<file path="src/rtl/mac16_pkg.sv">
// Shared types and the MAC16 configuration constant for driving the tile as a 16x16 dot-product
// accumulator.
package mac16_pkg;

    typedef enum logic [2:0] {
        StIdle,
        StClear,
        StAccum,
        StDrain,
        StOut
    } dot_state_e;

    localparam int unsigned CBIT_W = 25;

    // CBIT field offsets
    localparam int unsigned CB_C_REG     = 0;
    localparam int unsigned CB_A_REG     = 1;
    localparam int unsigned CB_B_REG     = 2;
    localparam int unsigned CB_D_REG     = 3;
    localparam int unsigned CB_TOP8_REG  = 4;
    localparam int unsigned CB_BOT8_REG  = 5;
    localparam int unsigned CB_PIPE1_REG = 6;
    localparam int unsigned CB_PIPE2_REG = 7;
    localparam int unsigned CB_TOP_OSEL  = 8;   // 2 bits
    localparam int unsigned CB_TOP_ADDB  = 10;  // 2 bits
    localparam int unsigned CB_TOP_ADDA  = 12;
    localparam int unsigned CB_TOP_CSEL  = 13;  // 2 bits
    localparam int unsigned CB_BOT_OSEL  = 15;  // 2 bits
    localparam int unsigned CB_BOT_ADDB  = 17;  // 2 bits
    localparam int unsigned CB_BOT_ADDA  = 19;
    localparam int unsigned CB_BOT_CSEL  = 20;  // 2 bits
    localparam int unsigned CB_MODE8     = 22;
    localparam int unsigned CB_ASGND     = 23;
    localparam int unsigned CB_BSGND     = 24;

    localparam logic [1:0] OSEL_ACC     = 2'b01;
    localparam logic [1:0] ADDB_MUL16   = 2'b10;
    localparam logic       ADDA_ACC     = 1'b0;
    localparam logic [1:0] CSEL_ZERO    = 2'b00;
    localparam logic [1:0] CSEL_CASCADE = 2'b10;

    function automatic logic [CBIT_W-1:0] mac_cbit_dot(input logic sgn,
                                                       input int unsigned pipe_lat);
        logic [CBIT_W-1:0] c;
        c = '0;
        c[CB_A_REG]     = 1'b1;
        c[CB_B_REG]     = 1'b1;
        c[CB_PIPE2_REG] = (pipe_lat >= 3);
        c[CB_PIPE1_REG] = (pipe_lat >= 4);
        c[CB_TOP_OSEL +: 2] = OSEL_ACC;
        c[CB_BOT_OSEL +: 2] = OSEL_ACC;
        c[CB_TOP_ADDB +: 2] = ADDB_MUL16;
        c[CB_BOT_ADDB +: 2] = ADDB_MUL16;
        c[CB_TOP_ADDA]      = ADDA_ACC;
        c[CB_BOT_ADDA]      = ADDA_ACC;
        c[CB_TOP_CSEL +: 2] = CSEL_CASCADE;
        c[CB_BOT_CSEL +: 2] = CSEL_ZERO;
        c[CB_MODE8]         = 1'b0;
        c[CB_ASGND]         = sgn;
        c[CB_BSGND]         = sgn;
        return c;
    endfunction

endpackage

</file>
<file path="src/rtl/mac16_valid_pipe.sv">
// Shift-register tracker that follows accepted operand pairs through the tile pipeline.
module mac16_valid_pipe #(
    parameter int unsigned DEPTH = 2
) (
    input  logic clk_i,
    input  logic rst_i,
    input  logic valid_i,
    output logic tail_o,
    output logic empty_o
);

    logic [DEPTH-1:0] pipe_d, pipe_q;

    always_comb begin
        pipe_d = (pipe_q << 1) | DEPTH'(valid_i);
    end

    always_ff @(posedge clk_i) begin
        if (rst_i) begin
            pipe_q <= '0;
        end else begin
            pipe_q <= pipe_d;
        end
    end

    assign tail_o  = pipe_q[DEPTH-1];
    assign empty_o = ~|pipe_q;

endmodule

</file>
<file path="src/rtl/mac16_dot_sequencer.sv">
// Sequences one MAC16 tile through an N-term dot product and returns the accumulator result
// on a valid/ready stream.
module mac16_dot_sequencer
    import mac16_pkg::*;
#(
    parameter int unsigned LEN_W    = 8,
    parameter int unsigned PIPE_LAT = 3,
    parameter bit          SIGNED   = 1'b1
) (
    input  logic              CLK,
    input  logic              RST,
    input  logic              START,
    input  logic [LEN_W-1:0]  CFG_LEN,
    input  logic              SUB_EN,
    input  logic              IN_VALID,
    output logic              IN_READY,
    input  logic [15:0]       IN_A,
    input  logic [15:0]       IN_B,
    output logic              OUT_VALID,
    input  logic              OUT_READY,
    output logic [31:0]       OUT_DATA,
    output logic              BUSY,
    output logic [15:0]       MAC_A,
    output logic [15:0]       MAC_B,
    output logic              MAC_AHLD,
    output logic              MAC_BHLD,
    output logic              MAC_OHHLD,
    output logic              MAC_OLHLD,
    output logic              MAC_OHADS,
    output logic              MAC_OLADS,
    output logic              MAC_ORST,
    output logic              MAC_OLDA,
    output logic [CBIT_W-1:0] MAC_CBIT,
    input  logic [31:0]       MAC_O
);

    dot_state_e       state_d, state_q;
    logic [LEN_W-1:0] len_d, len_q;
    logic [LEN_W-1:0] cnt_d, cnt_q;
    logic             sub_d, sub_q;
    logic             in_ready_d, in_ready_q;
    logic             out_valid_d, out_valid_q;
    logic [31:0]      out_data_d, out_data_q;
    logic             accept;
    logic             trk_tail;
    logic             trk_empty;

    assign accept = IN_VALID & in_ready_q;

    // Depth excludes the accumulator register itself: the tail gates its enable.
    mac16_valid_pipe #(
        .DEPTH(PIPE_LAT - 1)
    ) u_valid_pipe (
        .clk_i  (CLK),
        .rst_i  (RST),
        .valid_i(accept),
        .tail_o (trk_tail),
        .empty_o(trk_empty)
    );

    always_comb begin
        state_d    = state_q;
        len_d      = len_q;
        cnt_d      = cnt_q;
        sub_d      = sub_q;
        out_data_d = out_data_q;
        unique case (state_q)
            StIdle: begin
                if (START) begin
                    len_d   = CFG_LEN;
                    sub_d   = SUB_EN;
                    state_d = StClear;
                end
            end
            StClear: begin
                cnt_d = '0;
                if (len_q == '0) begin
                    out_data_d = '0;
                    state_d    = StOut;
                end else begin
                    state_d = StAccum;
                end
            end
            StAccum: begin
                if (accept) begin
                    cnt_d = cnt_q + LEN_W'(1);
                    if (cnt_d == len_q) begin
                        state_d = StDrain;
                    end
                end
            end
            StDrain: begin
                if (trk_empty) begin
                    out_data_d = MAC_O;
                    state_d    = StOut;
                end
            end
            StOut: begin
                if (OUT_READY) begin
                    state_d = StIdle;
                end
            end
            default: state_d = StIdle;
        endcase
        in_ready_d  = (state_d == StAccum);
        out_valid_d = (state_d == StOut);
    end

    always_ff @(posedge CLK) begin
        if (RST) begin
            state_q     <= StIdle;
            len_q       <= '0;
            cnt_q       <= '0;
            sub_q       <= 1'b0;
            in_ready_q  <= 1'b0;
            out_valid_q <= 1'b0;
            out_data_q  <= '0;
        end else begin
            state_q     <= state_d;
            len_q       <= len_d;
            cnt_q       <= cnt_d;
            sub_q       <= sub_d;
            in_ready_q  <= in_ready_d;
            out_valid_q <= out_valid_d;
            out_data_q  <= out_data_d;
        end
    end

    assign IN_READY  = in_ready_q;
    assign OUT_VALID = out_valid_q;
    assign OUT_DATA  = out_data_q;
    assign BUSY      = (state_q != StIdle);

    assign MAC_A     = IN_A;
    assign MAC_B     = IN_B;
    assign MAC_AHLD  = ~accept;
    assign MAC_BHLD  = ~accept;
    assign MAC_OHHLD = ~trk_tail;
    assign MAC_OLHLD = ~trk_tail;
    assign MAC_OHADS = sub_q;
    assign MAC_OLADS = sub_q;
    assign MAC_ORST  = RST | (state_q == StClear);
    assign MAC_OLDA  = 1'b0;
    assign MAC_CBIT  = mac_cbit_dot(SIGNED, PIPE_LAT);

endmodule

</file>
<file path="config.mk">
export PLATFORM = sky130hd
export DESIGN_NAME = mac16_dot_sequencer
export DESIGN_NICKNAME = d
export VERILOG_FILES = /design/src/rtl/mac16_pkg.sv /design/src/rtl/mac16_valid_pipe.sv /design/src/rtl/mac16_dot_sequencer.sv
export SDC_FILE = /design/constraint.sdc
export NUM_CORES = 1
export LEC_CHECK = 0
export CAP_MARGIN = 20
export CORE_ASPECT_RATIO = 0.9
export CORE_MARGIN = 2
export CORE_UTILIZATION = 40
export DETAILED_ROUTE_END_ITERATION = 6
export HOLD_SLACK_MARGIN = 0.1
export PLACE_DENSITY = 0.87
export SLEW_MARGIN = 10
export SYNTH_ARGS = -nofsm -noshare
export SYNTH_HDL_FRONTEND = slang
export SYNTH_SLANG_ARGS = --single-unit
</file>
<file path="constraint.sdc">
create_clock -name CLK -period 4.4 [get_ports CLK]
set_clock_uncertainty 0.1 [all_clocks]
set_input_delay 0.44 -clock CLK [delete_from_list [all_inputs] [get_ports CLK]]
set_output_delay 0.44 -clock CLK [all_outputs]
set_load 0.01 [all_outputs]
</file>
==> results of run 1 <==
## area by class of cell
cell class,count,area share (%)
clock buffers,6,2.37
clock inverters,2,0.395
inverters,4,0.431
multi-input cells,247,35.7
flip-flops and latches,56,32.2
well taps,93,3.34
repair buffers,89,25.5
## synthesized netlist by cell type, types with 2 or more instances
master     n
a21oi_1   54
and2_1     2
and3_1     3
buf_2      7
buf_4     61
clkbuf_1  14
conb_1     2
dfxtp_1   56
inv_1      4
nand2_1   60
nand2b_1   3
nand3_1   38
nand4_1    2
nor2_1    14
nor2b_1    2
nor3_1     4
nor4_1     2
o21ai_0    6
or3_1      2
xnor2_1    4
xor2_1     4
## power by group through the flow
stage          clock, mW  sequential [mW]  combinational (mW)
2_1_floorplan          0            0.541               0.136
3_3_place_gp           0            0.542               0.154
3_5_place_dp           0            0.543               0.156
4_1_cts            0.301            0.531               0.158
5_1_grt            0.319            0.533               0.175
6_report           0.295            0.531               0.161
## cell families after synthesis
| family | count (synthesis) | synth area share [%] |
|---|---|---|
| other | 2 | 0.265 |
| flip-flops | 56 | 39.5 |
| AND/OR/NAND/NOR | 144 | 24.2 |
| adder cells (fa/ha/maj) | 1 | 0.441 |
| AO/OA/AOI/OAI | 68 | 13.2 |
| XOR/XNOR | 8 | 2.47 |
| buffers and inverters | 87 | 19.9 |
## state kept, by name (all words and copies together) (netlist names)
signal               count
IN_READY                 1
state_q                  3
MAC_OHADS                1
OUT_VALID                1
cnt_q                    8
OUT_DATA                32
len_q                    8
u_valid_pipe.pipe_q      2
## worst reg2reg max path, cell delays in order, from the launching register on
cell and delay (ps):
dfxtp_1 440, nor3b_1 500, nand3_1 210, nand2_1 810
nand3_1 210, a21oi_1 190
## how the worst max path moves through the flow
stage,slack (ps),end,cells past startpoint,startpoint
2_1_floorplan,2570,IN_READY,7,cnt_q[0]
3_3_place_gp,2040,OUT_DATA[29],5,state_q[0]
3_5_place_dp,1900,OUT_DATA[4],5,state_q[0]
4_1_cts,1850,MAC_ORST,3,state_q[0]
5_1_grt,1600,OUT_DATA[31],5,state_q[0]
6_report,1860,MAC_ORST,3,state_q[0]
## routing by layer
metal	vias to the layer above	wire (µm)	GRT usage, %
met5	-	0	0
met4	0	95	4.95
met3	12	542	4.88
met2	121	3040	26.4
met1	1130	2780	20.1
li1	1210	-	-
## stage by stage
step                      cells  cell area (µm²)  hold WS [ps]
final                       497             3480           353
after global routing        497             3480           379
after CTS                   496             3470           358
after global placement      488             3370           337
after floorplan             390             2930           339
after detailed placement    488             3370           345
==> flow_summary_export.csv, run 1 <==
group,metric,value,unit
global_routing,grt_start_max_net_pins,57,
clock_network,clk_latency,310,ps
clock_network,ctsHtreeMaxLevel,2,
critical_path,crit_type,"flop to primary output",
synth,synth_cell_types,43,
power,clockPowerShare,29.9,%
global_routing,antenna_found_initial,0,
run_status,status,"finished clean",
critical_path,reg2reg_slack,1880,ps
place,place_ws,1900,ps
synth,synth-seq-area-share,39.5,%
final_layout,seqCellArea,1120,µm²
final_layout,nFillCells,645,
synth,synth_area,2840,µm²
power,p_per_area,283,nW/µm²
synth,synth.largest_area_cell,"dfxtp_1",
global_routing,grt_pass1_vias,2304,
place,dpl.hpwl,4570,µm
floorplan,die_w,92.8,µm
critical_path,critPathMaxStageDelay,540,ps
power,ir_drop,0.151,mV
final_layout,area_growth,22.6,%
timing,fin_crit_sh,57.7,%
final_layout,final_common_cell,"clkdlybuf4s50_1",
final_layout,multi_input_area,1240,µm²
synth,synth_seq_cells,56,
synth,synthFlopType,"dfxtp_1",
floorplan,die_h,83.9,µm
power,swShare,26.8,%
worst_hold_path,hold_path_end,"OUT_DATA[14]",
drt,route.detailed.drc,0,
power,p_sw,265,µW
floorplan,design.core.area,6970,µm²
synth,synth.avg_cell_area,7.76,µm²
power,power_frac_seq,53.8,%
synth,async_reset_ff_share,0,%
global_routing,grt_pass1_wl,10500,µm
synth,yosys.area.top_type_share,39.5,%
final_layout,nNetsFinal,482,
worst_hold_path,hold_path.class,"flop to flop",
clock_network,cts_root_buf,"clkbuf_8",
power,comb_power_share,16.3,%
critical_path,critPathLaunchType,"flop",
timing,rsz0062_at_grt,"false",
critical_path,path_buf_inv,1,
timing,worst_pin_slew,1030,ps
critical_path,crit_path_end_kind,"primary output",
critical_path,r2r_end,"OUT_DATA[6]",
drt,drt_iter0_markers,128,
synth,yosysWarnings,0,
floorplan,row_count,29,
power,p_int,722,µW
synth,ys_top_cells_by_area,"dfxtp_1, buf_4, a21oi_1, nand2_1, nand3_1",
place,port_buffers,87,
critical_path,critical_path_arrival,2000,ps
timing,hold_violations,0,
clock_network,cts_hold_buf,0,
clock_network,numCtsBuffers,5,
drt,via_per_inst,4.98,
run,drv_cap,0,
timing,fin_crit,2540,ps
critical_path,cp_max_fo,7,
clock_network,post-cts-setup-buffers,0,
final_layout,fin_util,50.0,%
global_routing,overflow,0,
global_routing,grt_usage,16.1,%
clock_network,cts_sinks,56,
drt,routed_wl,6460,µm
place,gp_congestion,0.893,
floorplan,die_area,7790,µm²
critical_path,crit_family,"simple AND/OR/NAND/NOR gates",
final_layout,antenna_cells,0,
final_layout,drive_gt1_share,4.95,%
critical_path,rr_worst_depth,5,
clock_network,cts_tree,"built",
floorplan,initial_core_util,40.8,%
clock_network,clkSlewWorstSetupHoldPaths,100,ps
drt,wl_per_cell,13.0,µm
power,total_power,987,µW
drt,final_antenna_net_count,0,
critical_path,reg2reg_from,"state_q[0]",
synth,synth_edf_count,0,
timing,maxSlewViolCount,0,
drt,dr.pass1.iters,4,
drt,vias,2473,
synth,netlist_instances,366,
timing,relSlewSlack,31.2,%
worst_hold_path,hold_start,"OUT_DATA[14]",
timing,tns,0,ps
power,p_leak,1.24,nW
timing,finalSetupViolCount,0,
floorplan,design.portCount,178,
worst_hold_path,hold_depth,2,
timing,fin_ws,1860,ps
clock_network,cts_resized,0,
timing,max_freq,0.394,GHz
clock_network,ctsLongestPathBuffers,2,
final_layout,final_cell_mix,"clkdlybuf4s50_1, nand2_1, dfxtp_1, a21oi_1, nand3_1",
critical_path,worstPathRequired,3860,ps
critical_path,cp_slowest_cell,"clkdlybuf4s50_1",
critical_path,path_cells,"nor3b_1, or2_2, clkdlybuf4s50_1",
Power figures use the tool's default switching activity.
==> run 2: changes to the inputs <==
- CORE_UTILIZATION: 40 -> 37
- PLACE_DENSITY: 0.87 -> 0.81
- clock period: 4.4 -> 2.6 ns (I/O delays scaled with it)
==> run 2 against run 1 <==
  * Final cell count grew 1.2%
  * Non-clock buffer count grew 3
  * Largest cell class unchanged
  * Worst setup slack lost 1600 ps
  * Hold slack gained 1.4 ps
  * Via count shrank 2.3%
  * Global-route usage shrank 1.1 points
  * Power grew 77%
  * Core utilization shrank 3.0 points
  * Register-to-register slack lost 1400 ps
  * Clock power grew 94%
  * Highest routed layer unchanged
==> flow_summary_export.csv, run 2 (synthesis gave the netlist of run 1 again) <==
group,metric,value,unit
power,p_per_area,496,nW/µm²
final_layout,nNetsFinal,485,
global_routing,grt_pass1_wl,9940,µm
final_layout,final_cell_area,3520,µm²
final_layout,largest_reg_flops,32,
drt,route.detailed.drc,0,
floorplan,die_h,87.1,µm
floorplan,die_w,96.3,µm
final_layout,drive_gt1_share,5.41,%
clock_network,cts_hold_buf,0,
timing,finalSetupViolCount,0,
drt,via_per_inst,4.81,
clock_network,cts_tree,"built",
place,port_buffers,87,
drt,dr.pass1.iters,4,
global_routing,overflow,0,
final_layout,multi_input_area,1240,µm²
clock_network,clk_latency,310,ps
timing,fin_crit,2330,ps
critical_path,crit_type,"flop to primary output",
critical_path,critPathLaunchType,"flop",
power,total_power,1.75,mW
drt,final_antenna_net_count,0,
timing,fin_crit_sh,89.6,%
floorplan,design.portCount,178,
global_routing,antenna_found_initial,0,
drt,vias,2417,
timing,hold_violations,0,
critical_path,worstPathRequired,2240,ps
run_status,status,"finished clean",
timing,tns,0,ps
final_layout,finalNonFillerCells,503,
final_layout,area_growth,24.1,%
clock_network,cts_root_buf,"clkbuf_8",
clock_network,ctsLongestPathBuffers,2,
final_layout,final_cell_mix,"clkdlybuf4s50_1, nand2_1, dfxtp_1, a21oi_1, nand3_1",
drt,drt_iter0_markers,92,
global_routing,grt_start_max_net_pins,56,
timing,worst_pin_slew,551,ps
place,placed_area,3400,µm²
floorplan,die_area,8390,µm²
final_layout,nFillCells,717,
timing,relSlewSlack,63.3,%
drt,wl_per_cell,12.7,µm
global_routing,grt_usage,15.0,%
clock_network,post-cts-setup-buffers,0,
floorplan,initial_core_util,37.8,%
power,p_leak,1.26,nW
floorplan,design.core.area,7510,µm²
timing,maxSlewViolCount,0,
clock_network,numCtsBuffers,5,
final_layout,fin_util,46.9,%
worst_hold_path,hold_path.class,"flop to flop",
drt,routed_wl,6410,µm
timing,rsz0062_at_grt,"false",
critical_path,critical_path_arrival,1970,ps
power,ir_drop,0.236,mV
run,drv_cap,0,
floorplan,row_count,30,
clock_network,ctsHtreeMaxLevel,2,
critical_path,crit_path_end_kind,"primary output",
final_layout,antenna_cells,0,
timing,max_freq,0.429,GHz
critical_path,cp_max_fo,7,
final_layout,final_common_cell,"clkdlybuf4s50_1",
clock_network,cts_sinks,56,
place,place_inst,494,
place,gp_congestion,0.798,
clock_network,cts_resized,0,
place,dpl.hpwl,4630,µm
clock_network,clkSlewWorstSetupHoldPaths,100,ps
global_routing,grt_pass1_vias,2154,
final_layout,seqCellArea,1120,µm²
run 2: cell types whose count changed in the layout (fill, tap and decap cells not counted), sizes merged:
cell,change
clkinv,-1
buf,+3
bufinv,+1
run 2: metrics by stage:
stage / worst slack, ps / hold slack, ps
global route: 150 / 376
CTS: 257 / 359
global placement: 539 / 337
finish: 271 / 355
detailed placement: 461 / 345
floorplan: 770 / 248
run 2: worst paths after layout:
check,startpoint,to,slack [ps],cells past startpoint
worst min register to register,OUT_DATA[15],OUT_DATA[15],350,2
worst max register to register,state_q[1],IN_READY,520,5
worst max-delay path,state_q[0],MAC_ORST,270,3
worst min-delay path,OUT_DATA[15],OUT_DATA[15],350,2
run 2: power breakdown:
group,switching (mW),internal (mW),total [mW]
clock network,0.282,0.291,0.573
registers,0.0222,0.877,0.900
logic,0.145,0.130,0.275
total,0.449,1.30,1.75
run 2: cell type report:
type / instances / share of cell area, %
timing repair buffer: 92 / 25.9
multi-input combinational: 247 / 35.3
inverter: 4 / 0.426
tap: 96 / 3.41
clock inverter: 2 / 1.10
clock buffer: 6 / 2.06
sequential: 56 / 31.8
run 2: metal layers:
| metal | share of wire [%] | track usage (%) | routed length, µm | up-vias |
|---|---|---|---|---|
| li1 | - | - | - | 1214 |
| met1 | 43 | 18.8 | 2740 | 1106 |
| met2 | 49 | 24.1 | 3130 | 84 |
| met3 | 7.3 | 4.85 | 465 | 13 |
| met4 | 1.3 | 5.38 | 81 | 0 |
| met5 | 0 | 0 | 0 | - |
run 2: critical path, cell delays in order, from the launching register on:
cell	delay (ps)
dfxtp_1	440
nor3b_1	470
or2_2	230
clkdlybuf4s50_1	530
